`src/rtl/md5_pkg.sv`:
```
// -----------------------------------------------------------------------------
// md5_pkg
// Shared definitions for the MD5 front end (md5_part_feeder, md5_part_buffer).
//   PART_W / PART_BYTES : size of one MD5 message part (512 bits / 64 bytes)
//   HASH_W              : width of the MD5 digest
//   LEN_OUT_W           : width of the total-length bus to the core (bits)
//   state_t             : feeder FSM states
//   bitrev8()           : byte placement helper (message bit order is
//                         MSB-first, part bit order is LSB-first)
// -----------------------------------------------------------------------------
package md5_pkg;

    localparam int PART_W     = 512;
    localparam int PART_BYTES = 64;
    localparam int HASH_W     = 128;
    localparam int LEN_OUT_W  = 64;

    typedef enum logic [2:0] {
        IDLE      = 3'd0,
        FILL      = 3'd1,
        SEND      = 3'd2,
        WAIT_ACK  = 3'd3,
        WAIT_RDY  = 3'd4,
        WAIT_HASH = 3'd5,
        DONE      = 3'd6
    } state_t;

    // Byte bit b lands at part bit 8*k + (7-b): reverse the byte.
    function automatic logic [7:0] bitrev8(input logic [7:0] b);
        logic [7:0] r;
        for (int i = 0; i < 8; i++) begin
            r[7-i] = b[i];
        end
        return r;
    endfunction

endpackage

```
`src/rtl/md5_part_buffer.sv`:
```
// -----------------------------------------------------------------------------
// md5_part_buffer
// 512-bit part register with per-byte write enables. Each enabled byte j of
// the beat is bit-reversed and stored at byte slot ptr_i + j.
// Ports:
//   clk_i, reset_i : clock, asynchronous active-high reset (clears buffer)
//   clr_i          : synchronous clear of the whole part
//   wr_i           : write the beat this cycle
//   ptr_i          : byte slot of beat byte 0 (multiple of IN_BYTES)
//   data_i         : beat data, byte 0 in data_i[7:0]
//   mask_i         : per-byte enable (bytes past the message end are 0)
//   part_o         : registered part contents
// -----------------------------------------------------------------------------
module md5_part_buffer
    import md5_pkg::*;
#(
    parameter int IN_BYTES = 4
) (
    input  logic                  clk_i,
    input  logic                  reset_i,
    input  logic                  clr_i,
    input  logic                  wr_i,
    input  logic [5:0]            ptr_i,
    input  logic [IN_BYTES*8-1:0] data_i,
    input  logic [IN_BYTES-1:0]   mask_i,
    output logic [PART_W-1:0]     part_o
);

    logic [PART_W-1:0] part_q, part_d;

    always_comb begin
        part_d = part_q;
        if (clr_i) begin
            part_d = '0;
        end else if (wr_i) begin
            for (int j = 0; j < IN_BYTES; j++) begin
                if (mask_i[j]) begin
                    part_d[{ptr_i + 6'(j), 3'b000} +: 8] = bitrev8(data_i[8*j +: 8]);
                end
            end
        end
    end

    always_ff @(posedge clk_i or posedge reset_i) begin
        if (reset_i) begin
            part_q <= '0;
        end else begin
            part_q <= part_d;
        end
    end

    assign part_o = part_q;

endmodule

```
`src/rtl/md5_part_feeder.sv`:
```
// -----------------------------------------------------------------------------
// md5_part_feeder
// Byte-stream front end for the MD5 core: packs a length-announced message
// into 512-bit parts, hands them to the core and latches the final hash.
// Optional watchdog: define MD5_PART_FEEDER_TIMEOUT_EN.
// Ports:
//   clk, reset                 : clock, asynchronous active-high reset
//   start / start_ready        : request a new message (taken in IDLE/DONE)
//   msg_len_bytes              : message length, sampled with start
//   in_data/in_valid/in_ready  : byte beats, byte 0 = in_data[7:0]
//   part_out/part_out_ready    : part to the core
//   total_data_length          : message length in bits to the core
//   core_ready_for_next_part   : core part handshake
//   core_hash/core_hash_valid  : digest from the core
//   hash_out/hash_out_valid    : latched digest, valid in DONE
//   error                      : watchdog expiry (0 without the watchdog)
//   dbg_state                  : current FSM state
// Handshakes: a beat transfers on a posedge where in_valid && in_ready; a
// start is taken on a posedge where start && start_ready. Toward the core,
// part_out_ready rises once core_ready_for_next_part is seen high and falls
// after the core drops it; part_out does not change while part_out_ready=1.
// -----------------------------------------------------------------------------
module md5_part_feeder
    import md5_pkg::*;
#(
    parameter int IN_BYTES = 4,
    parameter int LEN_W    = 61
) (
    input  logic                  clk,
    input  logic                  reset,
    input  logic                  start,
    output logic                  start_ready,
    input  logic [LEN_W-1:0]      msg_len_bytes,
    input  logic [IN_BYTES*8-1:0] in_data,
    input  logic                  in_valid,
    output logic                  in_ready,
    output logic [PART_W-1:0]     part_out,
    output logic                  part_out_ready,
    output logic [LEN_OUT_W-1:0]  total_data_length,
    input  logic                  core_ready_for_next_part,
    input  logic [HASH_W-1:0]     core_hash,
    input  logic                  core_hash_valid,
    output logic [HASH_W-1:0]     hash_out,
    output logic                  hash_out_valid,
    output logic                  error,
    output state_t                dbg_state
);

    localparam int NP_W  = LEN_W - 5;   // holds ceil(len/64) without overflow
    localparam int PC_W  = LEN_W - 6;
    localparam int PTR_W = 7;           // 0..64

    state_t            state_q, state_d;
    logic [LEN_W-1:0]  len_q, len_d;
    logic [LEN_W-1:0]  byte_cnt_q, byte_cnt_d;
    logic [NP_W-1:0]   n_parts_q, n_parts_d;
    logic [PC_W-1:0]   part_cnt_q, part_cnt_d;
    logic [PTR_W-1:0]  ptr_q, ptr_d;
    logic [HASH_W-1:0] hash_q, hash_d;
    logic              start_ready_q, start_ready_d;
    logic              in_ready_q, in_ready_d;
    logic              por_q, por_d;
    logic              hval_q, hval_d;

    logic [LEN_W-1:0]    remaining;
    logic [LEN_W-1:0]    take;
    logic [IN_BYTES-1:0] mask;
    logic                buf_clr, buf_wr;
    logic                start_acc;

`ifdef MD5_PART_FEEDER_TIMEOUT_EN
    localparam logic [23:0] TIMEOUT_CYCLES = 24'((1 << 20) - 1);
    logic [23:0] wdog_q, wdog_d;
    logic        error_q, error_d;
    logic        waiting;
`endif

    always_comb begin
        state_d    = state_q;
        len_d      = len_q;
        byte_cnt_d = byte_cnt_q;
        n_parts_d  = n_parts_q;
        part_cnt_d = part_cnt_q;
        ptr_d      = ptr_q;
        hash_d     = hash_q;
        buf_clr    = 1'b0;
        buf_wr     = 1'b0;
        start_acc  = 1'b0;

        // Bytes of the current beat that still belong to the message.
        remaining = len_q - byte_cnt_q;
        take      = (remaining >= LEN_W'(IN_BYTES)) ? LEN_W'(IN_BYTES) : remaining;
        for (int j = 0; j < IN_BYTES; j++) begin
            mask[j] = (remaining > LEN_W'(j));
        end

        case (state_q)
            IDLE, DONE: begin
                if (start) begin
                    start_acc  = 1'b1;
                    len_d      = msg_len_bytes;
                    byte_cnt_d = '0;
                    part_cnt_d = '0;
                    ptr_d      = '0;
                    buf_clr    = 1'b1;
                    if (msg_len_bytes == '0) begin
                        n_parts_d = NP_W'(1);
                        state_d   = SEND;
                    end else begin
                        n_parts_d = NP_W'(msg_len_bytes[LEN_W-1:6])
                                  + NP_W'(|msg_len_bytes[5:0]);
                        state_d   = FILL;
                    end
                end
            end
            FILL: begin
                if (in_ready_q && in_valid) begin
                    buf_wr     = 1'b1;
                    byte_cnt_d = byte_cnt_q + take;
                    ptr_d      = ptr_q + PTR_W'(IN_BYTES);
                    if (ptr_d == PTR_W'(PART_BYTES) || byte_cnt_d == len_q) begin
                        state_d = SEND;
                    end
                end
            end
            SEND: begin
                if (core_ready_for_next_part) state_d = WAIT_ACK;
            end
            WAIT_ACK: begin
                if (!core_ready_for_next_part) begin
                    part_cnt_d = part_cnt_q + PC_W'(1);
                    state_d    = WAIT_RDY;
                end
            end
            WAIT_RDY: begin
                if ({1'b0, part_cnt_q} < n_parts_q) begin
                    if (core_ready_for_next_part) begin
                        buf_clr = 1'b1;
                        ptr_d   = '0;
                        state_d = FILL;
                    end
                end else begin
                    state_d = WAIT_HASH;
                end
            end
            WAIT_HASH: begin
                if (core_hash_valid) begin
                    hash_d  = core_hash;
                    state_d = DONE;
                end
            end
            default: state_d = IDLE;
        endcase

`ifdef MD5_PART_FEEDER_TIMEOUT_EN
        error_d = start_acc ? 1'b0 : error_q;
        waiting = (state_q == SEND) || (state_q == WAIT_ACK) ||
                  (state_q == WAIT_RDY) || (state_q == WAIT_HASH);
        if (waiting && wdog_q == TIMEOUT_CYCLES) begin
            error_d = 1'b1;
            state_d = IDLE;
        end
        wdog_d = (!waiting || state_d != state_q) ? 24'd0 : wdog_q + 24'd1;
`endif

        // Outputs are registered copies decoded from the next state.
        start_ready_d = (state_d == IDLE) || (state_d == DONE);
        in_ready_d    = (state_d == FILL);
        por_d         = (state_d == WAIT_ACK);
        hval_d        = (state_d == DONE);
    end

    always_ff @(posedge clk or posedge reset) begin
        if (reset) begin
            state_q       <= IDLE;
            len_q         <= '0;
            byte_cnt_q    <= '0;
            n_parts_q     <= '0;
            part_cnt_q    <= '0;
            ptr_q         <= '0;
            hash_q        <= '0;
            start_ready_q <= 1'b1;
            in_ready_q    <= 1'b0;
            por_q         <= 1'b0;
            hval_q        <= 1'b0;
`ifdef MD5_PART_FEEDER_TIMEOUT_EN
            wdog_q        <= '0;
            error_q       <= 1'b0;
`endif
        end else begin
            state_q       <= state_d;
            len_q         <= len_d;
            byte_cnt_q    <= byte_cnt_d;
            n_parts_q     <= n_parts_d;
            part_cnt_q    <= part_cnt_d;
            ptr_q         <= ptr_d;
            hash_q        <= hash_d;
            start_ready_q <= start_ready_d;
            in_ready_q    <= in_ready_d;
            por_q         <= por_d;
            hval_q        <= hval_d;
`ifdef MD5_PART_FEEDER_TIMEOUT_EN
            wdog_q        <= wdog_d;
            error_q       <= error_d;
`endif
        end
    end

    md5_part_buffer #(.IN_BYTES(IN_BYTES)) u_buf (
        .clk_i   (clk),
        .reset_i (reset),
        .clr_i   (buf_clr),
        .wr_i    (buf_wr),
        .ptr_i   (ptr_q[5:0]),
        .data_i  (in_data),
        .mask_i  (mask),
        .part_o  (part_out)
    );

    assign start_ready       = start_ready_q;
    assign in_ready          = in_ready_q;
    assign part_out_ready    = por_q;
    assign hash_out          = hash_q;
    assign hash_out_valid    = hval_q;
    assign total_data_length = LEN_OUT_W'({len_q, 3'b000});
    assign dbg_state         = state_q;
`ifdef MD5_PART_FEEDER_TIMEOUT_EN
    assign error = error_q;
`else
    assign error = 1'b0;
`endif

endmodule

```
`config.mk`:
```
export PLATFORM = sky130hd
export DESIGN_NAME = md5_part_feeder
export DESIGN_NICKNAME = d
export VERILOG_FILES = /design/src/rtl/md5_pkg.sv /design/src/rtl/md5_part_buffer.sv /design/src/rtl/md5_part_feeder.sv
export SDC_FILE = /design/constraint.sdc
export NUM_CORES = 2
export LEC_CHECK = 0
export CAP_MARGIN = 20
export CORE_MARGIN = 4
export CORE_UTILIZATION = 40
export DETAILED_ROUTE_END_ITERATION = 10
export GPL_TIMING_DRIVEN = 0
export PLACE_DENSITY = 0.7
export SYNTH_ARGS = -nofsm -noshare
export SYNTH_HDL_FRONTEND = slang
export SYNTH_SLANG_ARGS = --single-unit
```
`constraint.sdc`:
```
create_clock -name clk -period 62.6 [get_ports clk]
set_input_delay 15.65 -clock clk [delete_from_list [all_inputs] [get_ports clk]]
set_output_delay 15.65 -clock clk [all_outputs]
set_load 0.01 [all_outputs]
```
==> reports/metrics.yaml <==
outcome: "finished clean"
start_util_pct: 40.26
grt_pass1_vias: 48320
die_y_um: 361.0
fin_ws_ns: 42.90
relSlewSlack_pct: 17.41
drtPass1Iterations: 6
final_cell_mix: "clkdlybuf4s50_1, dfrtp_1, nand2_1, nor2_1, a21oi_1"
syn_area_per_cell_um2: 8.947
grt_usage_pct: 38.16
power.density_nw_per_um2: 52.42
wirelength_um: 257700
hp-start: "n_parts_q[0]"
htreeDepth: 3
cts_hold_buf: 0
gp_congestion: 1.032
dp_hpwl_um: 209600
yosys_most_used_dff: "dfrtp_1"
insertion_delay_ns: 0.78
place_area_um2: 61740
synth_top_area_share_pct: 44.39
drc: 0
cp-startpoint: "start"
hold_end: "n_parts_q[0]"
cap_violations: 0
min_period_ns: 19.70
rsz0062_at_grt: "no"
synthCells: 5570
netlist_area_um2: 49840
row_count: 129
clkTransAtPathRegs_ns: 0.07
r2r-end: "start_ready"
hold_viol: 0
grt_max_degree: 119
r2r-start: "len_q[0]"
core_area_um2: 123800
cts_resized: 0
slew_viol_final: 0
yosysWarningCount: 0
worst_slew_pin_slew_ns: 1.231
cp_max_fo: 7
cp-end-kind: "flop"
postRouteAntennaNets: 0
ys_ff_latch: 885
crit_type: "in -> reg"
ios: 939
hp-class: "reg -> reg"
async_flop_share_pct: 100.0
cts_tree: "built"
setup_tns_ns: 0
vdd_ir_drop_max_mv: 0.03015
overflow: 0
final_common_cell: "clkdlybuf4s50_1"
grt_pass1_wl_um: 357800
postCtsSetupRepairBufs: 0
yosysSeqAreaShare_pct: 44.44
wl_met2_um: 110800
max_freq_mhz: 50.77
final.setup_skew_ns: 0.08457
final_nets: 7097
die-area_um2: 130300
synth_edf_count: 0
required_ns: 63.23
setup_viol: 0
syn_to_final_growth_pct: 31.31
drive_above_1_share_pct: 6.058
met3_length_um: 30620
cts_root_buffer: "clkbuf_16"
clkSinkCount: 885
start_kind: "input port"
wire_per_inst_um: 30.56
cellLeakagePower_nw: 28.07
num_vias: 50400
finalCritPeriodShare_pct: 31.47
antenna_found_initial: 31
vias_per_cell: 5.977
synth_cell_types: 100
drt-initial-drc-count: 5789
finalInstanceArea_um2: 65440
cts_buffers: 98
die_w_um: 361.0
cts_buffer_depth: 3
synth.largest_area_cell: "dfrtp_1"
rr_worst_depth: 35
place_ws_ns: 42.26
critPathArrivalTime_ns: 20.33
reg2reg_slack_ns: 49.94
hold_path_depth: 2
yosys-top-cells-area: "dfrtp_1, nand2_1, nor2_1"
port_buffers: 929
top_layer: "met5"
m1WireLength_um: 97740
## how the worst max path moves through the flow
stage	end	cells past startpoint	slack (ns)
floorplan	byte_cnt_q[0]	1	22.08
global placement	part_cnt_q[40]	2	11.31
detailed placement	part_cnt_q[51]	15	42.26
CTS	part_cnt_q[51]	15	43.02
global route	part_cnt_q[51]	15	42.53
finish	part_cnt_q[51]	15	42.90
## sequential cells by signal, indices dropped and copies added, names as in the netlist
| register | cells |
|---|---|
| u_buf.part_o | 512 |
| hash_out | 128 |
| byte_cnt_q | 61 |
| len_q | 61 |
| n_parts_q | 56 |
| part_cnt_q | 55 |
| ptr_q | 5 |
| dbg_state | 3 |
| hash_out_valid | 1 |
| in_ready | 1 |
| part_out_ready | 1 |
| start_ready | 1 |
## report_power, final
part           switching [mW]  total [mW]  internal (mW)
Sequential              0.167       0.885          0.718
Combinational            1.21        1.90          0.688
Clock                   0.268       0.649          0.381
Total                    1.64        3.43           1.79
## layout make-up
class	count	area (um^2)
Antenna cell	26	65.06
Buffer	321	1249
Clock buffer	136	2826
Clock inverter	48	777.0
Fill cell	11490	58360
Inverter	172	653.1
Multi-Input combinational cell	4254	26040
Sequential cell	885	22150
Tap cell	1637	2048
Timing Repair Buffer	952	9639
## kinds of logic (layout without fill, tap and decap cells)
| family | Yosys count | after routing | synth area share, % |
|---|---|---|---|
| flip-flops | 885 | 885 | 44.44 |
| XOR/XNOR | 252 | 252 | 4.574 |
| AO/OA/AOI/OAI | 1205 | 1205 | 15.14 |
| AND/OR/NAND/NOR | 2245 | 2245 | 20.92 |
| multiplexers | 303 | 303 | 6.415 |
| adder cells (fa/ha/maj) | 186 | 186 | 4.700 |
| other | 1 | 89 | 0.007525 |
| buffers and inverters | 493 | 1629 | 3.801 |
## metal layers
metal  GRT usage (%)  vias to the layer above
met2           57.68                     2781
met5               0                        -
met1           47.12                    25070
met4           22.18                       10
met3           13.80                      638
li1                -                    21890
## Yosys cell counts, types with 16 or more instances
master    number
a32o_1        32
o211ai_1      20
and3_1        67
ha_1         184
inv_1        172
xor2_1       127
and4_1        16
a31oi_1       33
nand2_1      709
nor4_1        46
nor2b_1       39
nand4_1      118
or3_1         26
mux2_2       131
nor2_1       632
nor3_1        93
xnor2_1      120
a211oi_1      52
o21bai_1      19
clkbuf_1     276
o221a_2       22
o21ai_0      353
buf_2         17
a22o_1        28
and2_1        62
nand3_1      305
nand2b_1      39
mux2i_1      172
a21oi_1      376
dfrtp_1      884
or4_1         16
o21ai_1       22
o21a_1        29
buf_1         20
a21o_1        61
## critical path: stages
cell,delay (ns)
clkdlybuf4s50_1,0.52
nand2b_1,0.12
o31ai_1,0.70
and3_1,0.30
and4_1,0.28
nand2_1,0.18
nor3_1,0.39
and3_1,0.21
clkbuf_1,0.22
nor2b_1,0.43
nand2b_1,0.23
nor3_1,0.38
nand3_1,0.22
or3_1,0.34
a21oi_1,0.14
## per-stage QoR
stage                     instances  utilization, %  power (mW)  hold WS (ns)
after floorplan                5632               -       1.875        0.4398
after global placement         8198           49.61       2.689        0.4516
after detailed placement       8217           49.87       2.705        0.4665
after CTS                      8401           52.78       3.359        0.4807
after global routing           8419           52.84       3.577        0.4926
final                          8431           52.86       3.431        0.4777
Power figures use the tool's default switching activity.
